[src/rtl/p_clic_nest_if.sv]
// p_clic_nest_if: groups the interrupt request lines, configuration, the
// claim/complete handshake and the arbitration results of p_clic_nest.
//   master : interrupt sources and the core (drives irq/config/take/complete)
//   slave  : the controller (drives is_interrupt/index/irq_prio/level/nest)
interface p_clic_nest_if #(
    parameter int NrSources = 4,
    parameter int PrioWidth = 3,
    parameter int Depth     = 4
);
    localparam int SrcWidth   = $clog2(NrSources);
    localparam int DepthWidth = $clog2(Depth + 1);

    logic [NrSources-1:0]  irq;
    logic [NrSources-1:0]  edge_mode;
    logic [NrSources-1:0]  e;
    logic [PrioWidth-1:0]  prio [NrSources];
    logic [PrioWidth-1:0]  t;
    logic                  take;
    logic                  complete;
    logic                  is_interrupt;
    logic [SrcWidth-1:0]   index;
    logic [PrioWidth-1:0]  irq_prio;
    logic [PrioWidth-1:0]  level;
    logic [DepthWidth-1:0] nest;

    modport master (
        output irq, edge_mode, e, prio, t, take, complete,
        input  is_interrupt, index, irq_prio, level, nest
    );

    modport slave (
        input  irq, edge_mode, e, prio, t, take, complete,
        output is_interrupt, index, irq_prio, level, nest
    );
endinterface

[src/rtl/p_clic_nest.sv]
// p_clic_nest: nesting interrupt controller. Latches per-source requests
// (edge or level), presents the highest-priority enabled pending source
// above the current threshold, and keeps a priority stack driven by the
// core's claim (take) / complete handshake.
//   clk, reset : clock, synchronous active-high reset
//   bus        : p_clic_nest_if slave (requests, config, handshake, result)

// Per-source pending latch with edge detection.
module p_clic_nest_src (
    input  logic clk,
    input  logic reset,
    input  logic irq,
    input  logic edge_mode,
    input  logic clr,
    output logic pend
);
    logic irq_q;

    always_ff @(posedge clk) begin
        if (reset) begin
            irq_q <= 1'b0;
            pend  <= 1'b0;
        end else begin
            irq_q <= irq;
            if (!edge_mode)
                pend <= irq;
            else if (irq && !irq_q)
                pend <= 1'b1;   // a new edge beats a claim in the same cycle
            else if (clr)
                pend <= 1'b0;
        end
    end
endmodule

module p_clic_nest #(
    parameter int NrSources = 4,
    parameter int PrioWidth = 3,
    parameter int Depth     = 4
) (
    input  logic           clk,
    input  logic           reset,
    p_clic_nest_if.slave   bus
);
    localparam int SrcWidth   = $clog2(NrSources);
    localparam int DepthWidth = $clog2(Depth + 1);

    logic [NrSources-1:0]  pend;
    logic [NrSources-1:0]  clr;
    logic [PrioWidth-1:0]  stack [Depth];
    logic [DepthWidth-1:0] nest;
    logic [PrioWidth-1:0]  lvl;
    logic                  found;
    logic [SrcWidth-1:0]   win_idx;
    logic [PrioWidth-1:0]  win_prio;
    logic                  is_int;
    logic                  take_ok;
    logic                  comp_ok;

    for (genvar g = 0; g < NrSources; g++) begin : g_src
        p_clic_nest_src u_src (
            .clk       (clk),
            .reset     (reset),
            .irq       (bus.irq[g]),
            .edge_mode (bus.edge_mode[g]),
            .clr       (clr[g]),
            .pend      (pend[g])
        );
    end

    // Effective threshold: top of stack, or the base threshold when empty.
    always_comb begin
        lvl = bus.t;
        for (int i = 0; i < Depth; i++)
            if (nest == DepthWidth'(i + 1))
                lvl = stack[i];
    end

    // Strict '>' on the running best keeps the lowest index on ties.
    always_comb begin
        found    = 1'b0;
        win_idx  = '0;
        win_prio = '0;
        for (int i = 0; i < NrSources; i++) begin
            if (pend[i] && bus.e[i] && (bus.prio[i] > lvl) &&
                (!found || (bus.prio[i] > win_prio))) begin
                found    = 1'b1;
                win_idx  = SrcWidth'(i);
                win_prio = bus.prio[i];
            end
        end
    end

    assign is_int  = found && (nest < DepthWidth'(Depth));
    // Complete has priority; a take in the same cycle is dropped.
    assign comp_ok = bus.complete && (nest != '0);
    assign take_ok = bus.take && is_int && !bus.complete;

    always_comb begin
        clr = '0;
        for (int i = 0; i < NrSources; i++)
            clr[i] = take_ok && (win_idx == SrcWidth'(i));
    end

    always_ff @(posedge clk) begin
        if (reset) begin
            nest <= '0;
            for (int i = 0; i < Depth; i++)
                stack[i] <= '0;
        end else if (comp_ok) begin
            nest <= nest - 1'b1;
        end else if (take_ok) begin
            for (int i = 0; i < Depth; i++)
                if (nest == DepthWidth'(i))
                    stack[i] <= win_prio;
            nest <= nest + 1'b1;
        end
    end

    assign bus.is_interrupt = is_int;
    assign bus.index        = win_idx;
    assign bus.irq_prio     = win_prio;
    assign bus.level        = lvl;
    assign bus.nest         = nest;
endmodule

[src/flat_wrapper.sv]
// flat-port wrapper written by rule: the top's interface ports become plain ports
module p_clic_nest_flat 
#(
    parameter int NrSources = 4,
    parameter int PrioWidth = 3,
    parameter int Depth     = 4
)
  (clk, reset, bus_irq, bus_edge_mode, bus_e, bus_prio, bus_t, bus_take, bus_complete, bus_is_interrupt, bus_index, bus_irq_prio, bus_level, bus_nest);
  p_clic_nest_if #(.NrSources(NrSources), .PrioWidth(PrioWidth), .Depth(Depth)) bus_i ();
  input  logic clk;
  input  logic reset;
  input wire logic [$bits(bus_i.irq)-1:0] bus_irq;
  input wire logic [$bits(bus_i.edge_mode)-1:0] bus_edge_mode;
  input wire logic [$bits(bus_i.e)-1:0] bus_e;
  input wire logic [$bits(bus_i.prio)-1:0] bus_prio;
  input wire logic [$bits(bus_i.t)-1:0] bus_t;
  input wire logic [$bits(bus_i.take)-1:0] bus_take;
  input wire logic [$bits(bus_i.complete)-1:0] bus_complete;
  output wire logic [$bits(bus_i.is_interrupt)-1:0] bus_is_interrupt;
  output wire logic [$bits(bus_i.index)-1:0] bus_index;
  output wire logic [$bits(bus_i.irq_prio)-1:0] bus_irq_prio;
  output wire logic [$bits(bus_i.level)-1:0] bus_level;
  output wire logic [$bits(bus_i.nest)-1:0] bus_nest;
  assign bus_i.irq = bus_irq;
  assign bus_i.edge_mode = bus_edge_mode;
  assign bus_i.e = bus_e;
  assign bus_i.prio = {>>{bus_prio}};
  assign bus_i.t = bus_t;
  assign bus_i.take = bus_take;
  assign bus_i.complete = bus_complete;
  assign bus_is_interrupt = bus_i.is_interrupt;
  assign bus_index = bus_i.index;
  assign bus_irq_prio = bus_i.irq_prio;
  assign bus_level = bus_i.level;
  assign bus_nest = bus_i.nest;
  p_clic_nest #(.NrSources(NrSources), .PrioWidth(PrioWidth), .Depth(Depth)) u_core (.clk(clk), .reset(reset), .bus(bus_i));
endmodule
[config.mk]
export PLATFORM = sky130hd
export DESIGN_NAME = p_clic_nest_flat
export DESIGN_NICKNAME = d
export VERILOG_FILES = /design/src/rtl/p_clic_nest_if.sv /design/src/rtl/p_clic_nest.sv /design/src/flat_wrapper.sv
export SDC_FILE = /design/constraint.sdc
export NUM_CORES = 1
export LEC_CHECK = 0
export CORE_ASPECT_RATIO = 1.2
export CORE_MARGIN = 5
export CORE_UTILIZATION = 30
export CTS_CLUSTER_SIZE = 10
export DETAILED_ROUTE_END_ITERATION = 12
export GPL_TIMING_DRIVEN = 0
export SLEW_MARGIN = 20
export SYNTH_ARGS = -nofsm -noshare
export SYNTH_HDL_FRONTEND = slang
export SYNTH_HIERARCHICAL = 1
export SYNTH_SLANG_ARGS = --single-unit
[constraint.sdc]
create_clock -name clk -period 17.05 [get_ports clk]
set_input_delay 3.41 -clock clk [delete_from_list [all_inputs] [get_ports clk]]
set_output_delay 3.41 -clock clk [all_outputs]
set_load 0.03 [all_outputs]
; Yosys cells after proc, flatten, opt, wreduce, memory -nomap -nowiden
; Memory sizes are Yosys's and may differ from the RTL's.
; Index checks and enable logic that the tools add are counted.
[op_classes]
mux = 55
n_reduce_logical = 38
n_addsub = 2
n_eq_ne = 11
bitwise = 4
magnitude_cmp = 8
[op_table]
columns = cell, count
row1 = 3-bit two-way mux, 14
row2 = 1-bit two-way mux, 39
row3 = 1-bit logical AND, 23
row4 = 3-bit > comparator, 7
row5 = "3-bit by 1-bit inequality test with 1-bit output, second input constant", 4
row6 = 1-bit zero test, 8
row7 = "3-bit by 2-bit equality test with 1-bit output, second input constant", 2
row8 = "2-bit equality test, second input constant", 2
row9 = 2-bit two-way mux, 2
row10 = 1-bit OR, 4
row11 = "3-bit by 1-bit adder with 3-bit output, second input constant", 1
row12 = "3-bit by 1-bit equality test with 1-bit output, second input constant", 1
row13 = "3-bit equality test, second input constant", 1
row14 = 3-bit zero test, 1
row15 = 1-bit logical OR, 3
row16 = "3-bit < comparator, second input constant", 1
row17 = 3-bit nonzero test, 1
row18 = "3-bit by 1-bit subtractor with 3-bit output, second input constant", 1
row19 = "2-bit by 1-bit equality test with 1-bit output, second input constant", 1
row20 = 2-bit zero test, 1
row21 = 2-bit nonzero test, 1
[totals]
elab_cells = 128
ramBits = 12
inputBits = 31
ff_bits = 11
memories = 1
[memory_table]
columns = name, words, word_bits, read_ports, rd_ports_with_merged_regs, wr, line_no
row1 = u_core.stack, 4, 3, 4, 0, 4, p_clic_nest.sv:49  ; logic [PrioWidth-1:0] stack [Depth];

; Depth between registers and ports, before layout
; Gate-level depths: netlist of run 1.
[logic_depth]
depth_word = 28
ltp_mapped = 39

; By module
; Netlist of run 1, hierarchy kept.
[modules_own_cells]
columns = mod, n_inst, area_each_um2, cells_per_inst, seq_area_each_um2
row1 = p_clic_nest, 1, 1875.5, 227, 420.4
row2 = p_clic_nest_src, 4, 71.3, 6, 40.0

; Worst setup path after synthesis of run 1
; Ideal clock, no wire load.
[synth_path]
path_kind = input port to output port
start = input bus_t[0]
end = output bus_irq_prio[1]
slack_ps = 4354
cell_stages = 32
required_ps = 13640
path_buffers = 0
arrival_ps = 9286
path_cell_list = a21oi_1 nor2_1 a21oi_1 a21oi_1 ha_1 and2_1 nand4_1 o31a_1 nand3_4 nor2_1 nand2_1 ha_1 a21o_1 a21oi_1 a31oi_1 a211oi_1 a22o_1 inv_1 ha_1 a21o_1 a21oi_1 a31oi_1 o21a_1 o21ai_0 ha_1 nor2b_1 o21a_1 o21ai_0 nor3_1 a31oi_4 o211ai_2 nand2_1
[synth_via]
elab_chain_cells = 19
elab_cells_between_ends = 31
[synth_rtl]
columns = element, line_no
row1 = from (decl), flat_wrapper.sv:16  ; input wire logic [$bits(bus_i.t)-1:0] bus_t;
row2 = 3-bit two-way mux (*) (4 in a row), p_clic_nest.sv:74  ; if (nest == DepthWidth'(i + 1))
row3 = net bus_level[0], flat_wrapper.sv:22  ; output wire logic [$bits(bus_i.level)-1:0] bus_level;
row4 = 3-bit > comparator, p_clic_nest.sv:84  ; if (pend[i] && bus.e[i] && (bus.prio[i] > lvl) &&
row5 = 1-bit logical AND, p_clic_nest.sv:84
row6 = 3-bit two-way mux / 1-bit two-way mux (equally long branches), p_clic_nest.sv:84
row7 = 3-bit > comparator / 1-bit zero test (equally long branches), p_clic_nest.sv:85  ; (!found || (bus.prio[i] > win_prio))) begin
row8 = 1-bit logical OR, p_clic_nest.sv:85
row9 = 1-bit logical AND, p_clic_nest.sv:84
row10 = 3-bit two-way mux / 1-bit two-way mux (equally long branches), p_clic_nest.sv:84
row11 = 3-bit > comparator / 1-bit zero test (equally long branches), p_clic_nest.sv:85
row12 = 1-bit logical OR, p_clic_nest.sv:85
row13 = 1-bit logical AND, p_clic_nest.sv:84
row14 = 3-bit two-way mux / 1-bit two-way mux (equally long branches), p_clic_nest.sv:84
row15 = 3-bit > comparator / 1-bit zero test (equally long branches), p_clic_nest.sv:85
row16 = 1-bit logical OR, p_clic_nest.sv:85
row17 = 1-bit logical AND, p_clic_nest.sv:84
row18 = 3-bit two-way mux (*), p_clic_nest.sv:84
row19 = to (decl), flat_wrapper.sv:21  ; output wire logic [$bits(bus_i.irq_prio)-1:0] bus_irq_prio;
; Mark *: on every way through the listed nets, which the timed path passes. The rest lies on a longest branch.

; Final worst setup path of run 1
[layout_path]
start = input bus_t[0]
end = output bus_irq_prio[2]
[layout_via]
elab_chain_cells = 19
elab_cells_between_ends = 31
[layout_rtl]
columns = element, line_no
row1 = 3-bit two-way mux (*) (4 in a row), p_clic_nest.sv:74
row2 = 3-bit > comparator, p_clic_nest.sv:84
row3 = 1-bit logical AND, p_clic_nest.sv:84
row4 = 3-bit two-way mux / 1-bit two-way mux (equally long branches), p_clic_nest.sv:84
row5 = 3-bit > comparator / 1-bit zero test (equally long branches), p_clic_nest.sv:85
row6 = 1-bit logical OR, p_clic_nest.sv:85
row7 = 1-bit logical AND, p_clic_nest.sv:84
row8 = 3-bit two-way mux / 1-bit two-way mux (equally long branches), p_clic_nest.sv:84
row9 = 3-bit > comparator / 1-bit zero test (equally long branches), p_clic_nest.sv:85
row10 = 1-bit logical OR, p_clic_nest.sv:85
row11 = 1-bit logical AND, p_clic_nest.sv:84
row12 = 3-bit two-way mux / 1-bit two-way mux (equally long branches), p_clic_nest.sv:84
row13 = 3-bit > comparator / 1-bit zero test (equally long branches), p_clic_nest.sv:85
row14 = 1-bit logical OR, p_clic_nest.sv:85
row15 = 1-bit logical AND, p_clic_nest.sv:84
row16 = 3-bit two-way mux (*), p_clic_nest.sv:84
; Mark *: on every way between the ends. The rest lies on a longest branch, timed or not.

==> results.cfg, run 1 <==
[global_routing]
grt_pass1_vias = 1992
grt.total_usage = 0.134
grt_pass1_wl_microns = 9380
antenna_found_initial = 0
grt_max_degree = 14
grt_overflow_total = 0

[layout]
drive_gt1_frac = 0.0673
nNetsFinal = 352
multiInputGateArea_sq_um = 1490
synthToLayoutAreaGrowth_pct = 26.8
fillers = 768
fin_cells = 387
diodes = 0
regArea_sq_um = 581

[floorplanning]
initial_core_util = 0.302
die-height_microns = 103
ios = 43
die_area_sq_um = 9010
die_w_microns = 87.5
row_count = 34
coreArea_sq_um = 7150

[worst_setup_path]
critical_path_depth = 34
r2r_slack_ns = 9.06
r2r_end = u_core/g_src[0].u_src/pend
cp_common_cell = a21oi_1
startpoint_type = input pin
cp_data_required_time_ns = 13.64
crit_arrival_ns = 10.81
reg2regPathDepth = 38
end_kind = primary output
crit_slowest_cell = clkdlybuf4s50_1
r2r_start = u_core/bus.nest[0]
worst-path-max-fanout = 7
cp_top_family = compound AO/OA/AOI/OAI gates
worstSetupPathType = input pin to primary output
worst-path-buf-inv = 3
critPathCapture = bus_irq_prio[2]
startpoint = bus_t[0]
cpPeakStageDelay_ns = 0.69

[synthesis]
ys_seq_area_frac = 0.269
synth_nets = 305
synth_cell_type_count = 52
synthAdderAreaFrac = 0.133
syn_area_per_cell_sq_um = 8.61
synth_seq_cells = 23
synth_area_sq_um = 2160
synthSimpleGateAreaFrac = 0.229
synth_xor_area_frac = 0
synth-compound-area-share = 0.306
synthMuxAreaShare = 0.0197
netlist_instances = 251
synth_warnings = 6
synth_top_family_by_area = compound AO/OA/AOI/OAI gates

[routing]
totalWireLength_microns = 5830
vias_per_cell = 5.28
vias = 2043
drc = 0
wl_per_cell_microns = 15.1
first_pass_iters = 5
ant_nets = 0
first_iter_violations = 102

[sta]
worst_pin_slew_ns = 0.597
clock.fmax_mhz = 70.3
fin_skew_ns = 0.00669
hold_violations = 0
relSlewSlack = 0.602
rsz0062_at_grt = false
fin_crit_sh = 0.834
finalSetupViolations = 0
period_minus_slack_ns = 14.22
whs_ns = 0.473
fin_setup_tns_ns = 0
slew_viol_final = 0

[job]
cap_viol_max_count = 0

[outcome]
status = finished, final reports clean

[pwr]
p_leak_nw = 1.12
irDropWorstVdd_v = 0.0000702
cellPowerDensity_nw_per_um2 = 123

[place]
dp.cells = 383
hpwl_microns = 4750
gp_congestion = 0.858
port_buffers = 42

[cts]
clk_pin_slew_worst_paths_ns = 0.08
cts_tree = yes
cts_made_buffers = 3
root_buffer = clkbuf_8
cts_hold_buf = 0
worstSkewPairLatency_ns = 0.27
cts.sinks = 23
clockBufferDepth = 2
ctsResizeCount = 0
post_cts_buffers = 0
htreeDepth = 1

[hold_path]
hold_path_class = flip-flop to flip-flop
==> sequential cells by signal (all words and copies together) (netlist names) <==
register                  flops
u_core/bus.nest               3
u_core/stack                 12
u_core/g_src.u_src/irq_q      4
u_core/g_src.u_src/pend       4
==> routing by layer <==
metal,part of all wire,track usage,vias up
li1,-,-,1032
met1,0.46,0.175,951
met2,0.48,0.231,51
met3,0.040,0.0104,9
met4,0.019,0.0460,0
met5,0,0,-
==> metrics by stage <==
stage               total power, mW  cell area (sq um)   util  setup WS [ns]
floorplan                     0.230               2160      -           4.35
global placement              0.300               2690  0.377           2.91
detailed placement            0.303               2690  0.377           2.85
CTS                           0.339               2740  0.383           2.85
global route                  0.366               2740  0.383           2.23
finish                        0.337               2740  0.383           2.83
==> area by class of cell <==
class | instances | share of cell area
clock buffers | 3 | 0.0151
inverters | 17 | 0.0233
multi-input cells | 206 | 0.542
plain buffers | 5 | 0.0110
clock inverters | 1 | 0.00183
well taps | 90 | 0.0411
repair buffers | 42 | 0.153
flip-flops and latches | 23 | 0.212
==> synth_stat cells (all sizes together) <==
cell type	number	area, sq um
nand3	10	62.6
or3	1	6.26
and4bb	4	50.1
nand4	1	6.26
or3b	1	8.76
and2b	4	30.0
o21ba	1	10.0
nand3b	8	60.1
a21o	15	113
nor3	5	25.0
mux2i	2	20.0
o21a	4	31.3
o31a	3	26.3
a22o	3	27.5
nand2	28	108
o211ai	10	98.8
a221oi	1	8.76
mux2	2	22.5
o2111ai	3	26.3
clkbuf	3	11.3
edfxtp	12	360
o21ai	10	50.0
a21oi	26	130
dfxtp	11	220
o31ai	1	7.51
nor3b	1	7.51
ha	23	288
inv	17	63.8
buf	2	18.8
a211oi	3	27.5
a211o	1	8.76
a21boi	2	15.0
and2	3	18.8
a31oi	5	46.3
nor2b	2	12.5
nor2	10	37.5
a311oi	1	8.76
and3	2	12.5
or4	1	11.3
nand2b	6	37.5
o21bai	3	26.3
==> cell usage in the layout, fill, tap and decap left out, types with 4 or more instances in the layout <==
| cell | synthesis | final |
|---|---|---|
| and4bb_1 | 4 | 4 |
| nor3_1 | 5 | 5 |
| nand3_1 | 9 | 9 |
| a21o_1 | 15 | 15 |
| nand2_1 | 27 | 27 |
| o211ai_1 | 7 | 7 |
| edfxtp_1 | 12 | 12 |
| nor2_1 | 10 | 10 |
| nand2b_1 | 6 | 6 |
| a31oi_1 | 4 | 4 |
| and2b_1 | 4 | 4 |
| a21oi_1 | 26 | 26 |
| ha_1 | 23 | 23 |
| o21ai_0 | 9 | 9 |
| dfxtp_1 | 11 | 11 |
| nand3b_1 | 8 | 8 |
| clkdlybuf4s50_1 | 0 | 42 |
| inv_1 | 17 | 17 |
==> cell families (layout without fill, tap and decap cells) <==
kind of cell             after synthesis  count (layout)
buffers and inverters                 22              68
AO/OA/AOI/OAI                         92              92
AND/OR/NAND/NOR                       87              87
flip-flops                            23              23
adder cells (fa/ha/maj)               23              23
multiplexers                           4               4
==> how the worst min path moves through the flow <==
stage                           startpoint                    endpoint  slack [ns]  cells after the start
2_1_floorplan  u_core/g_src[0].u_src/irq_q  u_core/g_src[0].u_src/pend        0.44                      2
3_3_place_gp   u_core/g_src[2].u_src/irq_q  u_core/g_src[2].u_src/pend        0.45                      2
3_5_place_dp   u_core/g_src[1].u_src/irq_q  u_core/g_src[1].u_src/pend        0.45                      2
4_1_cts        u_core/g_src[1].u_src/irq_q  u_core/g_src[1].u_src/pend        0.47                      2
5_1_grt        u_core/g_src[1].u_src/irq_q  u_core/g_src[1].u_src/pend        0.49                      2
6_report       u_core/g_src[1].u_src/irq_q  u_core/g_src[1].u_src/pend        0.47                      2
==> where the power goes <==
group | internal (mW) | switching (mW)
clock network | 0.0163 | 0.0180
logic | 0.0930 | 0.141
registers | 0.0636 | 0.00462
total | 0.173 | 0.164
==> worst min-delay path, cell delays in order (launching register included) <==
cell and delay (ns):
dfxtp_1 0.30, nand2_1 0.05, a21o_1 0.09
No activity file was read; power rests on OpenSTA's default activity.
==> inputs of run 2 (changes only) <==
==> constraint.sdc (replaced) <==
create_clock -name clk -period 12.5 [get_ports clk]
set_input_delay 2.5 -clock clk [delete_from_list [all_inputs] [get_ports clk]]
set_output_delay 2.5 -clock clk [all_outputs]
set_load 0.03 [all_outputs]
==> run 2 against run 1 <==
  * Critical endpoint is now bus_index[1]
  * Wire length increased by 0.17%
  * Total power increased by 37%
  * Flip-flop and latch count unchanged
  * First-iteration DRC count is 12% lower
  * Sequential share of layout area is 0.14 points lower
==> results.cfg, run 2 (synthesis gave the netlist of run 1 again) <==
[outcome]
status = finished, final reports clean

[routing]
ant_nets = 0
first_pass_iters = 4
totalWireLength_microns = 5840
vias = 2046
vias_per_cell = 5.29
drc = 0
wl_per_cell_microns = 15.1
first_iter_violations = 90

[pwr]
combinationalPowerShare = 0.697
switchingPower_mw = 0.225
p_leak_nw = 1.17
p_sw_frac = 0.487
irDropWorstVdd_v = 0.0000957
p_total_mw = 0.461
cellPowerDensity_nw_per_um2 = 167
p_seq_frac = 0.202
power.internal_mw = 0.237
p_clk_frac = 0.101

[layout]
layout_commonest_cell = clkdlybuf4s50_1
synthToLayoutAreaGrowth_pct = 27.7
nNetsFinal = 352
drive_gt1_frac = 0.0774
fin_cells = 387
final_core_utilization = 0.386
largest_reg_flops = 12
top_register = u_core/stack
diodes = 0
reg.largest.list = u_core/stack (12), u_core/g_src.u_src/irq_q (4), u_core/g_src.u_src/pend (4)
mostFrequentLayoutCells = clkdlybuf4s50_1, nand2_1, a21oi_1

[worst_setup_path]
startpoint_type = input pin
end_kind = primary output
crit_arrival_ns = 9.31
reg2regPathDepth = 38
cp_data_required_time_ns = 10.00
cpPeakStageDelay_ns = 0.61
worstSetupPathType = input pin to primary output
crit_slowest_cell = clkdlybuf4s50_1
cp_common_cell = ha_1
worst-path-max-fanout = 7
startpoint = bus_t[2]
r2r_start = u_core/bus.nest[0]

[cts]
clockBufferDepth = 2
cts_made_buffers = 3
worstSkewPairLatency_ns = 0.27
ctsResizeCount = 0
root_buffer = clkbuf_8
cts_tree = yes
clk_pin_slew_worst_paths_ns = 0.08
cts.sinks = 23
cts_hold_buf = 0
htreeDepth = 1
post_cts_buffers = 0

[sta]
finalSetupViolations = 0
period_minus_slack_ns = 11.81
fin_setup_tns_ns = 0
worst_pin_slew_ns = 0.564
fin_skew_ns = 0.00614
slew_viol_final = 0
hold_violations = 0
fin_crit_sh = 0.945
rsz0062_at_grt = false
relSlewSlack = 0.623
clock.fmax_mhz = 84.6

[global_routing]
grt_pass1_wl_microns = 9380
grt_overflow_total = 0
grt.total_usage = 0.134
grt_pass1_vias = 1992
antenna_found_initial = 0
grt_max_degree = 14

[place]
hpwl_microns = 4750
gp_congestion = 0.858
port_buffers = 42
dp.cells = 383

[floorplanning]
die_w_microns = 87.5
coreArea_sq_um = 7150
ios = 43
die_area_sq_um = 9010
row_count = 34
die-height_microns = 103
initial_core_util = 0.302

[job]
cap_viol_max_count = 0

[hold_path]
hold_path_class = flip-flop to flip-flop
hold_depth = 2
hold_start = u_core/g_src[1].u_src/irq_q
run 2: cell types whose count changed in the layout (fill, tap and decap cells not counted):
cell | before | now
a31oi_2 | 0 | 1
a31oi_1 | 4 | 3
a21oi_1 | 26 | 25
dlymetal6s2s_1 | 0 | 3
clkdlybuf4s50_1 | 42 | 39
a21oi_2 | 0 | 1
o21a_2 | 1 | 2
o21a_1 | 3 | 2
run 2: worst max-delay path, delay by kind of cell:
kind                       cells  cell delay [ns]
AOI/OAI and AO/OA             16             3.14
buffers and inverters          4             1.24
adders and majority gates      4             1.17
and+or+nand+nor                8             0.97
muxes                          1             0.30
run 2: power by group through the flow:
| stage | clock network, mW | registers [mW] | logic, mW |
|---|---|---|---|
| final | 0.0468 | 0.0931 | 0.321 |
| after global routing | 0.0525 | 0.0947 | 0.353 |
| after CTS | 0.0494 | 0.0931 | 0.320 |
| after detailed placement | 0 | 0.0948 | 0.319 |
| after global placement | 0 | 0.0948 | 0.315 |
| after floorplan | 0 | 0.0993 | 0.214 |
run 2: worst paths after layout:
| path | endpoint | slack (ns) |
|---|---|---|
| worst max-delay path | bus_index[1] | 0.69 |
| worst min-delay path | u_core/g_src[1].u_src/pend | 0.47 |
| worst max register to register | u_core/g_src[0].u_src/pend | 4.76 |
| worst min register to register | u_core/g_src[1].u_src/pend | 0.47 |
run 2: metal layers:
metal	vias up	global-route usage	share of wire
met5	-	0	0
met4	0	0.0460	0.018
met3	7	0.0104	0.043
met2	56	0.231	0.48
met1	951	0.175	0.45
li1	1032	-	-
run 2: through the flow:
step           setup slack [ns]  area (sq um)  hold slack [ns]
2_1_floorplan              1.62          2160            0.443
3_3_place_gp              0.181          2690            0.447
3_5_place_dp              0.124          2690            0.454
4_1_cts                   0.116          2740            0.473
5_1_grt                   0.147          2760            0.493
6_report                  0.686          2760            0.473
run 2: area by class of cell:
cell class | instances | area (sq um)
repair buffers | 42 | 428
fillers | 768 | 4390
clock inverters | 1 | 5.00
flip-flops and latches | 23 | 581
plain buffers | 5 | 30.0
multi-input cells | 206 | 1500
inverters | 17 | 63.8
clock buffers | 3 | 41.3
well taps | 90 | 113
